### src/rtl/send_packet_scheduler.sv
// Round-robin scheduler: drains one of two packet FIFOs word by word over a four-phase TX_REQ/TX_ACK link.
// Latency: grant at the first edge with a valid descriptor, TX_REQ two edges after data is present; stalls in SETUP on an empty FIFO.
module send_packet_scheduler #(
  parameter int ACK_TIMEOUT = 1023
) (
  input  logic        clk,
  input  logic        rst,
  input  logic        pkt0_valid,
  input  logic        pkt1_valid,
  input  logic [1:0]  pkt0_dir,
  input  logic [1:0]  pkt1_dir,
  input  logic [7:0]  pkt0_len,
  input  logic [7:0]  pkt1_len,
  output logic        pkt0_ack,
  output logic        pkt1_ack,
  input  logic        dat0_empty,
  input  logic        dat1_empty,
  input  logic [15:0] dat0_data,
  input  logic [15:0] dat1_data,
  output logic        dat0_rd,
  output logic        dat1_rd,
  output logic [15:0] TX_DATA,
  output logic        TX_REQ,
  input  logic        TX_ACK,
  output logic [1:0]  DIRECTION,
  output logic        SEND_DONE,
  output logic        busy,
  output logic        timeout_err,
  input  logic        err_clr
);

  localparam int TW = $clog2(ACK_TIMEOUT + 1);
  localparam logic [TW-1:0] TO_LAST = TW'(ACK_TIMEOUT - 1);

  typedef enum logic [2:0] {IDLE, SETUP, WAIT_ACK, WAIT_NACK, DONE, ABORT} state_t;

  state_t         state_q, state_d;
  logic           gnt_q, gnt_d;
  logic           last_q, last_d;
  logic           loaded_q, loaded_d;
  logic [7:0]     rem_q, rem_d;
  logic [TW-1:0]  to_cnt_q, to_cnt_d;
  logic [15:0]    tx_data_q, tx_data_d;
  logic           tx_req_q, tx_req_d;
  logic [1:0]     dir_q, dir_d;
  logic           done_q, done_d;
  logic           busy_q, busy_d;
  logic           err_q, err_d;
  logic [1:0]     ack_q, ack_d;
  logic [1:0]     rd_q, rd_d;

  logic           sel_empty;
  logic [15:0]    sel_data;
  logic           pick;
  logic [1:0]     gnt_onehot;

  assign sel_empty  = gnt_q ? dat1_empty : dat0_empty;
  assign sel_data   = gnt_q ? dat1_data : dat0_data;
  // Last-granted requester loses a tie.
  assign pick       = (pkt0_valid && pkt1_valid) ? ~last_q : pkt1_valid;
  assign gnt_onehot = gnt_q ? 2'b10 : 2'b01;

  always_comb begin
    state_d   = state_q;
    gnt_d     = gnt_q;
    last_d    = last_q;
    loaded_d  = loaded_q;
    rem_d     = rem_q;
    to_cnt_d  = to_cnt_q;
    tx_data_d = tx_data_q;
    tx_req_d  = tx_req_q;
    dir_d     = dir_q;
    err_d     = err_q & ~err_clr;
    ack_d     = 2'b00;
    rd_d      = 2'b00;

    case (state_q)
      IDLE: begin
        if (pkt0_valid || pkt1_valid) begin
          gnt_d    = pick;
          last_d   = pick;
          dir_d    = pick ? pkt1_dir : pkt0_dir;
          rem_d    = pick ? pkt1_len : pkt0_len;
          ack_d    = pick ? 2'b10 : 2'b01;
          loaded_d = 1'b0;
          state_d  = SETUP;
        end
      end
      SETUP: begin
        if (loaded_q) begin
          tx_req_d = 1'b1;
          to_cnt_d = '0;
          loaded_d = 1'b0;
          state_d  = WAIT_ACK;
        end else if (!sel_empty) begin
          tx_data_d = sel_data;
          rd_d      = gnt_onehot;
          loaded_d  = 1'b1;
        end
      end
      WAIT_ACK: begin
        if (TX_ACK) begin
          tx_req_d = 1'b0;
          to_cnt_d = '0;
          state_d  = WAIT_NACK;
        end else if (to_cnt_q == TO_LAST) begin
          tx_req_d = 1'b0;
          err_d    = 1'b1;
          rem_d    = rem_q - 8'd1;
          state_d  = ABORT;
        end else begin
          to_cnt_d = to_cnt_q + TW'(1);
        end
      end
      WAIT_NACK: begin
        if (!TX_ACK) begin
          rem_d   = rem_q - 8'd1;
          state_d = (rem_q == 8'd1) ? DONE : SETUP;
        end else if (to_cnt_q == TO_LAST) begin
          err_d   = 1'b1;
          rem_d   = rem_q - 8'd1;
          state_d = ABORT;
        end else begin
          to_cnt_d = to_cnt_q + TW'(1);
        end
      end
      DONE: begin
        state_d = IDLE;
      end
      ABORT: begin
        // rd is registered, so skip a cycle after each pop until empty reflects it.
        if (rem_q == 8'd0) begin
          state_d = IDLE;
        end else if (!sel_empty && (rd_q == 2'b00)) begin
          rd_d  = gnt_onehot;
          rem_d = rem_q - 8'd1;
          if (rem_q == 8'd1) state_d = IDLE;
        end
      end
      default: state_d = IDLE;
    endcase

    done_d = (state_d == DONE);
    busy_d = (state_d != IDLE);
  end

  always_ff @(posedge clk or posedge rst) begin
    if (rst) begin
      state_q   <= IDLE;
      gnt_q     <= 1'b0;
      last_q    <= 1'b1;
      loaded_q  <= 1'b0;
      rem_q     <= 8'd0;
      to_cnt_q  <= '0;
      tx_data_q <= 16'd0;
      tx_req_q  <= 1'b0;
      dir_q     <= 2'b00;
      done_q    <= 1'b0;
      busy_q    <= 1'b0;
      err_q     <= 1'b0;
      ack_q     <= 2'b00;
      rd_q      <= 2'b00;
    end else begin
      state_q   <= state_d;
      gnt_q     <= gnt_d;
      last_q    <= last_d;
      loaded_q  <= loaded_d;
      rem_q     <= rem_d;
      to_cnt_q  <= to_cnt_d;
      tx_data_q <= tx_data_d;
      tx_req_q  <= tx_req_d;
      dir_q     <= dir_d;
      done_q    <= done_d;
      busy_q    <= busy_d;
      err_q     <= err_d;
      ack_q     <= ack_d;
      rd_q      <= rd_d;
    end
  end

  assign pkt0_ack    = ack_q[0];
  assign pkt1_ack    = ack_q[1];
  assign dat0_rd     = rd_q[0];
  assign dat1_rd     = rd_q[1];
  assign TX_DATA     = tx_data_q;
  assign TX_REQ      = tx_req_q;
  assign DIRECTION   = dir_q;
  assign SEND_DONE   = done_q;
  assign busy        = busy_q;
  assign timeout_err = err_q;

endmodule

### config.mk
export PLATFORM = sky130hd
export DESIGN_NAME = send_packet_scheduler
export DESIGN_NICKNAME = d
export VERILOG_FILES = /design/src/rtl/send_packet_scheduler.sv
export SDC_FILE = /design/constraint.sdc
export NUM_CORES = 1
export LEC_CHECK = 0
export CORE_MARGIN = 5
export CORE_UTILIZATION = 47
export CTS_CLUSTER_DIAMETER = 200
export DETAILED_ROUTE_END_ITERATION = 10
export HOLD_SLACK_MARGIN = 0.06
export PLACE_DENSITY = 0.91
export SETUP_SLACK_MARGIN = 0.05
export SYNTH_ARGS = -nofsm -noshare
export SYNTH_HDL_FRONTEND = slang
export SYNTH_SLANG_ARGS = --single-unit
### constraint.sdc
create_clock -name clk -period 2.2 [get_ports clk]
set_clock_uncertainty 0.1 [all_clocks]
set_input_delay 0.33 -clock clk [delete_from_list [all_inputs] [get_ports clk]]
set_output_delay 0.33 -clock clk [all_outputs]
set_load 0.05 [all_outputs]
* Word-level counts from Yosys, hierarchy flattened
Index checks and enable logic that the tools add are counted. W data, S select, Z words.
Operators by class: multiplexer cells 48, multipliers 0, equal/unequal tests 14, divide/modulo/power cells 0, reduce and logical (&&, ||, !) cells 18, bitwise operators 5, shift operators 0, magnitude comparators 0, add/sub/neg operators 2
Operators with widths (number):
- $mux W8 | 7
- $mux W10 | 4
- $pmux W8 S4 | 1
- $pmux W10 S3 | 1
- $mux W3 | 9
- $mux W2 | 9
- $mux W16 | 1
- $pmux W3 S5 | 1
- $ne A2 B2 Y1 const B | 6
- $mux W1 | 11
- $add A10 B1 Y10 const B | 1
- $eq A10 B10 Y1 const B | 1
- $reduce_and A3 Y1 | 3
- $eq A8 B1 Y1 const B | 1
- $logic_not A8 Y1 | 1
- $sub A8 B1 Y8 const B | 1
- $eq A3 B2 Y1 const B | 2
- $eq A3 B3 Y1 const B | 2
- $pmux W1 S2 | 3
- $reduce_bool A3 Y1 | 2
- $reduce_and A5 Y1 | 1
- $not A1 Y1 | 4
- $pmux W2 S2 | 1
- $reduce_and A2 Y1 | 2
- other kinds (10) | 12
Storage, ports and cells: memories kept 0, bits in read-only memories 0, memory bits (writable) 0, input port bits 60, register bits 50, output and inout bits 26, bits in latches 0

* Logic depth before layout (Yosys ltp)
word-level depth 7, depth in mapped cells 7, gate-level depth less buffers 6

* Least setup slack after synthesis
OpenSTA, ideal clock, no wires.
path kind register to register, from reg to_cnt_q[5], to reg to_cnt_q[4], slack 0.227 ns, data arrival time 1.745 ns, buffers on the path 2, stages on the path, launching flop included 8, period minus slack after synthesis 1.973 ns, setup time 0.127 ns, data required time 1.973 ns, cells stage by stage dfrtp_1 > and4_1 > buf_6 > and4_4 > buf_6 > nor4b_4 > nand3_1 > mux2_1
On the way: cells in the longest elaborated chain, start to end 4
RTL lines:
- start: declaration | RTL line 42 | logic [TW-1:0] to_cnt_q, to_cnt_d;
- start signal: assignment | RTL line 169 | to_cnt_q <= to_cnt_d;
- $eq A10 B10 Y1 (*) | RTL line 106, 119
- $mux W10 (*)
- $mux W10 (on tied branches)
- $pmux W10 S3 (*)
Mark *: on every way between the ends. The rest lies on a longest branch, timed or not. The select of a mux whose other input is x is not followed. A chain may end at the register's enable or synchronous reset.

* Worst setup path in the final report
from reg to_cnt_q[0], to reg busy_q (netlist: busy)
On the way: cells in the longest elaborated chain, start to end 5
RTL lines:
- $eq A10 B10 Y1 (*) | RTL line 106, 119
- $mux W3 (*) | RTL line 106, 119
- $mux W3 (on tied branches) | RTL line 116, 102
- $pmux W3 S5 (*) | RTL line 77 | case (state_q)
- $reduce_bool A3 Y1 (*) | RTL line 144 | busy_d = (state_d != IDLE);
- named net busy_d | RTL line 47 | logic busy_q, busy_d;
- end signal: assignment | RTL line 174 | busy_q <= busy_d;
- end: declaration | RTL line 47
Mark *: on every way through the listed nets, which the timed path passes. The rest lies on a longest branch.

==> impl_metrics.yaml <==
global_route:
  overflow: 0
  antenna_found_initial: 0
  grtUsageTotal_pct: 21.6
  grtUsageMet1_pct: 26.0
  use_met3_pct: 6.68
  grt_max_degree: 34
  grt_pass1_wl_um: 13200
  busiest_layer: "met2"
  met2_usage_pct: 37.3
  grt_pass1_vias: 2880
critical_path:
  endpoint_kind: "flop"
  worstPathMaxFanout: 10
  cp.required_ns: 2.26
  worstPathArrival_ns: 2.05
  worstSetupStartpointType: "flop"
  crit_type: "reg2reg"
sta:
  drv_slew: 0
  period_share_pct: 90.5
  rsz0062_at_grt: "no"
  fin_ws_ns: 0.210
  tightestPinTransition_ns: 0.531
  max_freq_ghz: 0.502
  period_needed_ns: 1.99
  hold_viol: 0
  maxSlewHeadroom_pct: 64.3
  fin_tns_setup_ns: 0
  setup_viol_count_final: 0
finish:
  antenna_cells: 0
  nets: 486
  drive_above_1_share_pct: 11.1
  utilization_pct: 68.3
  num-fill-cells: 438
  synthToLayoutAreaGrowth_pct: 42.0
clocking:
  clk-insertion-delay-late_ns: 0.30
  cts-htree-levels: 2
  clk_path_buf_depth: 2
  cts_made_buffers: 5
  post_cts_buffers: 0
  path_clk_slew_ns: 0.09
  clock_sinks: 50
  cts-root-buf: "clkbuf_8"
  cts_tree: "done"
yosys:
  synth_compound_area_share_pct: 17.4
  avgSynthCellArea_um2: 9.00
  mappedNetlistNets: 381
  synthCells: 316
  synthFlopType: "dfrtp_1"
  synth_edf_count: 0
  yosys.area_share.adder_pct: 2.20
  yosys.area.top_type: "dfrtp_1"
  synth.cell_area_um2: 2850
  synth_area_leaders: "dfrtp_1, mux2i_1, nand2_1"
  synthSimpleGateAreaFrac_pct: 23.9
  synthXorXnorAreaFrac_pct: 1.85
  yosysUniqueCellTypes: 55
  synth_common_cells: "dfrtp_1, nand2_1, o21ai_0, nor2_1, mux2i_1"
  yosysMostFrequentCell: "dfrtp_1"
  synth_seq_cells: 50
  synth.top_cell.area_share_pct: 43.1
  yosys_warnings: 0
  synth_mux_area_share_pct: 6.77
  synth_top_family_by_area: "simple AND/OR/NAND/NOR gates"
  ys_seq_area_share_pct: 44.0
  synthArstFlopShare_pct: 100
detailed_routing:
  drc: 0
  ant_nets: 0
  drt_iter0_markers: 192
  dr_total_vias: 2760
  drt_wl_total_um: 7940
  post_drt_wl_per_cell_um: 16.0
  dr.pass1.iters: 4
  viasPerCell: 5.55
power_and_ir_drop:
  p_leak_nw: 1.74
  ir_drop_uv: 981
  power_density_nw_per_um2: 1290
placed_design:
  hpwl_um: 6190
  io_buffers: 85
  globalplace.congestion: 0.941
  dp_worst_setup_slack_ns: -0.119
floorplan:
  io_pins: 86
  die_y_um: 87.8
  die_area_um2: 7710
  chipWidth_um: 87.8
  fp-row-count: 28
  start_util_pct: 48.1
  core_region_area_um2: 5920
outcome:
  outcome: "finished, final reports clean"
worst_hold_path:
  hold_class: "in2async"
run:
  max_cap_violations: 0
[final timing paths]
path	start	to	slack [ns]	cells after the start
worst max-delay path	to_cnt_q[0]$_DFFE_PP0P_	busy$_DFF_PP0_	0.21	6
worst min-delay path	rst	TX_DATA[15]$_DFFE_PP0P_	0.21	2
worst max register to register	to_cnt_q[0]$_DFFE_PP0P_	busy$_DFF_PP0_	0.21	6
worst min register to register	TX_DATA[1]$_DFFE_PP0P_	TX_DATA[1]$_DFFE_PP0P_	0.39	2
max in group asynchronous	rst	last_q$_DFFE_PP1P_	1.19	3
min in group clk	TX_DATA[1]$_DFFE_PP0P_	TX_DATA[1]$_DFFE_PP0P_	0.39	2
[cell type report]
| type | instances | area, um2 | area share (%) |
|---|---|---|---|
| clock inverter | 2 | 37.5 | 0.929 |
| multi-input combinational | 242 | 1490 | 36.8 |
| clock buffer | 6 | 72.6 | 1.80 |
| timing repair buffer | 114 | 1070 | 26.4 |
| inverter | 8 | 30.0 | 0.743 |
| tap | 75 | 93.8 | 2.32 |
| sequential | 50 | 1250 | 31.0 |
[registers in the layout, summed over array words and instances, names as in the netlist, 2 cells and up]
name	flops
state_q	3
rem_q	8
DIRECTION	2
to_cnt_q	10
TX_DATA	16
rd_q	2
ack_q	2
[power breakdown]
part	switching [W]	total [W]	internal [W]
sequential	0.000300	0.00156	0.00126
clock	0.000317	0.000657	0.000340
combinational	0.00181	0.00299	0.00118
total	0.00242	0.00520	0.00278
[layer usage]
metal	wire length (um)	share of wire, %
met1	3240	41
met2	3820	48
met3	739	9.3
met4	146	1.8
met5	0	0
[through the flow]
| stage | power, W | hold WS (ns) | instances | area, um2 |
|---|---|---|---|---|
| floorplan | 0.00344 | 0.329 | 316 | 2850 |
| global placement | 0.00448 | 0.361 | 489 | 3930 |
| detailed placement | 0.00454 | 0.370 | 489 | 3930 |
| CTS | 0.00521 | 0.210 | 497 | 4040 |
| global route | 0.00555 | 0.246 | 497 | 4040 |
| finish | 0.00520 | 0.210 | 497 | 4040 |
[worst max-delay path, stage by stage, from the launching register on]
cell,delay (ns)
dfrtp_1,0.44
inv_1,0.07
ha_1,0.24
and4_4,0.21
o311a_2,0.34
a211oi_1,0.30
nand4_1,0.16
[layout by cell type (no fill, tap or decap), types with 2 or more instances in the layout]
master / Yosys / layout
nor2_1: 26 / 26
nor3_1: 8 / 8
nor4_1: 10 / 10
a211oi_1: 2 / 2
clkdlybuf4s50_1: 0 / 85
mux2i_1: 17 / 17
a21oi_1: 13 / 12
and2_1: 2 / 2
a2bb2oi_1: 2 / 2
o41ai_1: 2 / 2
o211ai_1: 2 / 2
nand2_1: 44 / 44
xnor2_1: 6 / 6
buf_4: 0 / 29
o22ai_1: 2 / 2
o21a_1: 2 / 2
nand3b_1: 3 / 3
inv_1: 8 / 7
or3_1: 5 / 5
a31oi_1: 4 / 4
a221oi_1: 2 / 2
nand3_1: 10 / 10
nand2b_1: 5 / 5
clkbuf_8: 0 / 5
dfrtp_1: 49 / 49
a21o_1: 2 / 2
nor2b_1: 4 / 4
nand4_1: 6 / 6
and3_1: 6 / 6
o21ai_0: 29 / 29
ha_1: 5 / 5
[cells by family after synthesis]
kind of cell | Yosys count
fa+ha+maj | 5
simple gates | 135
flops | 50
compound gates | 77
buf+inv | 24
xor+xnor | 6
mux | 19
[repair_timing]
item / in CTS / in global routing
gates resized for setup: 0 / 1
hold buffers: 0 / 0
endpoints found under the setup margin: 0 / 3
Note: power is estimated with default switching activity, not from simulation.
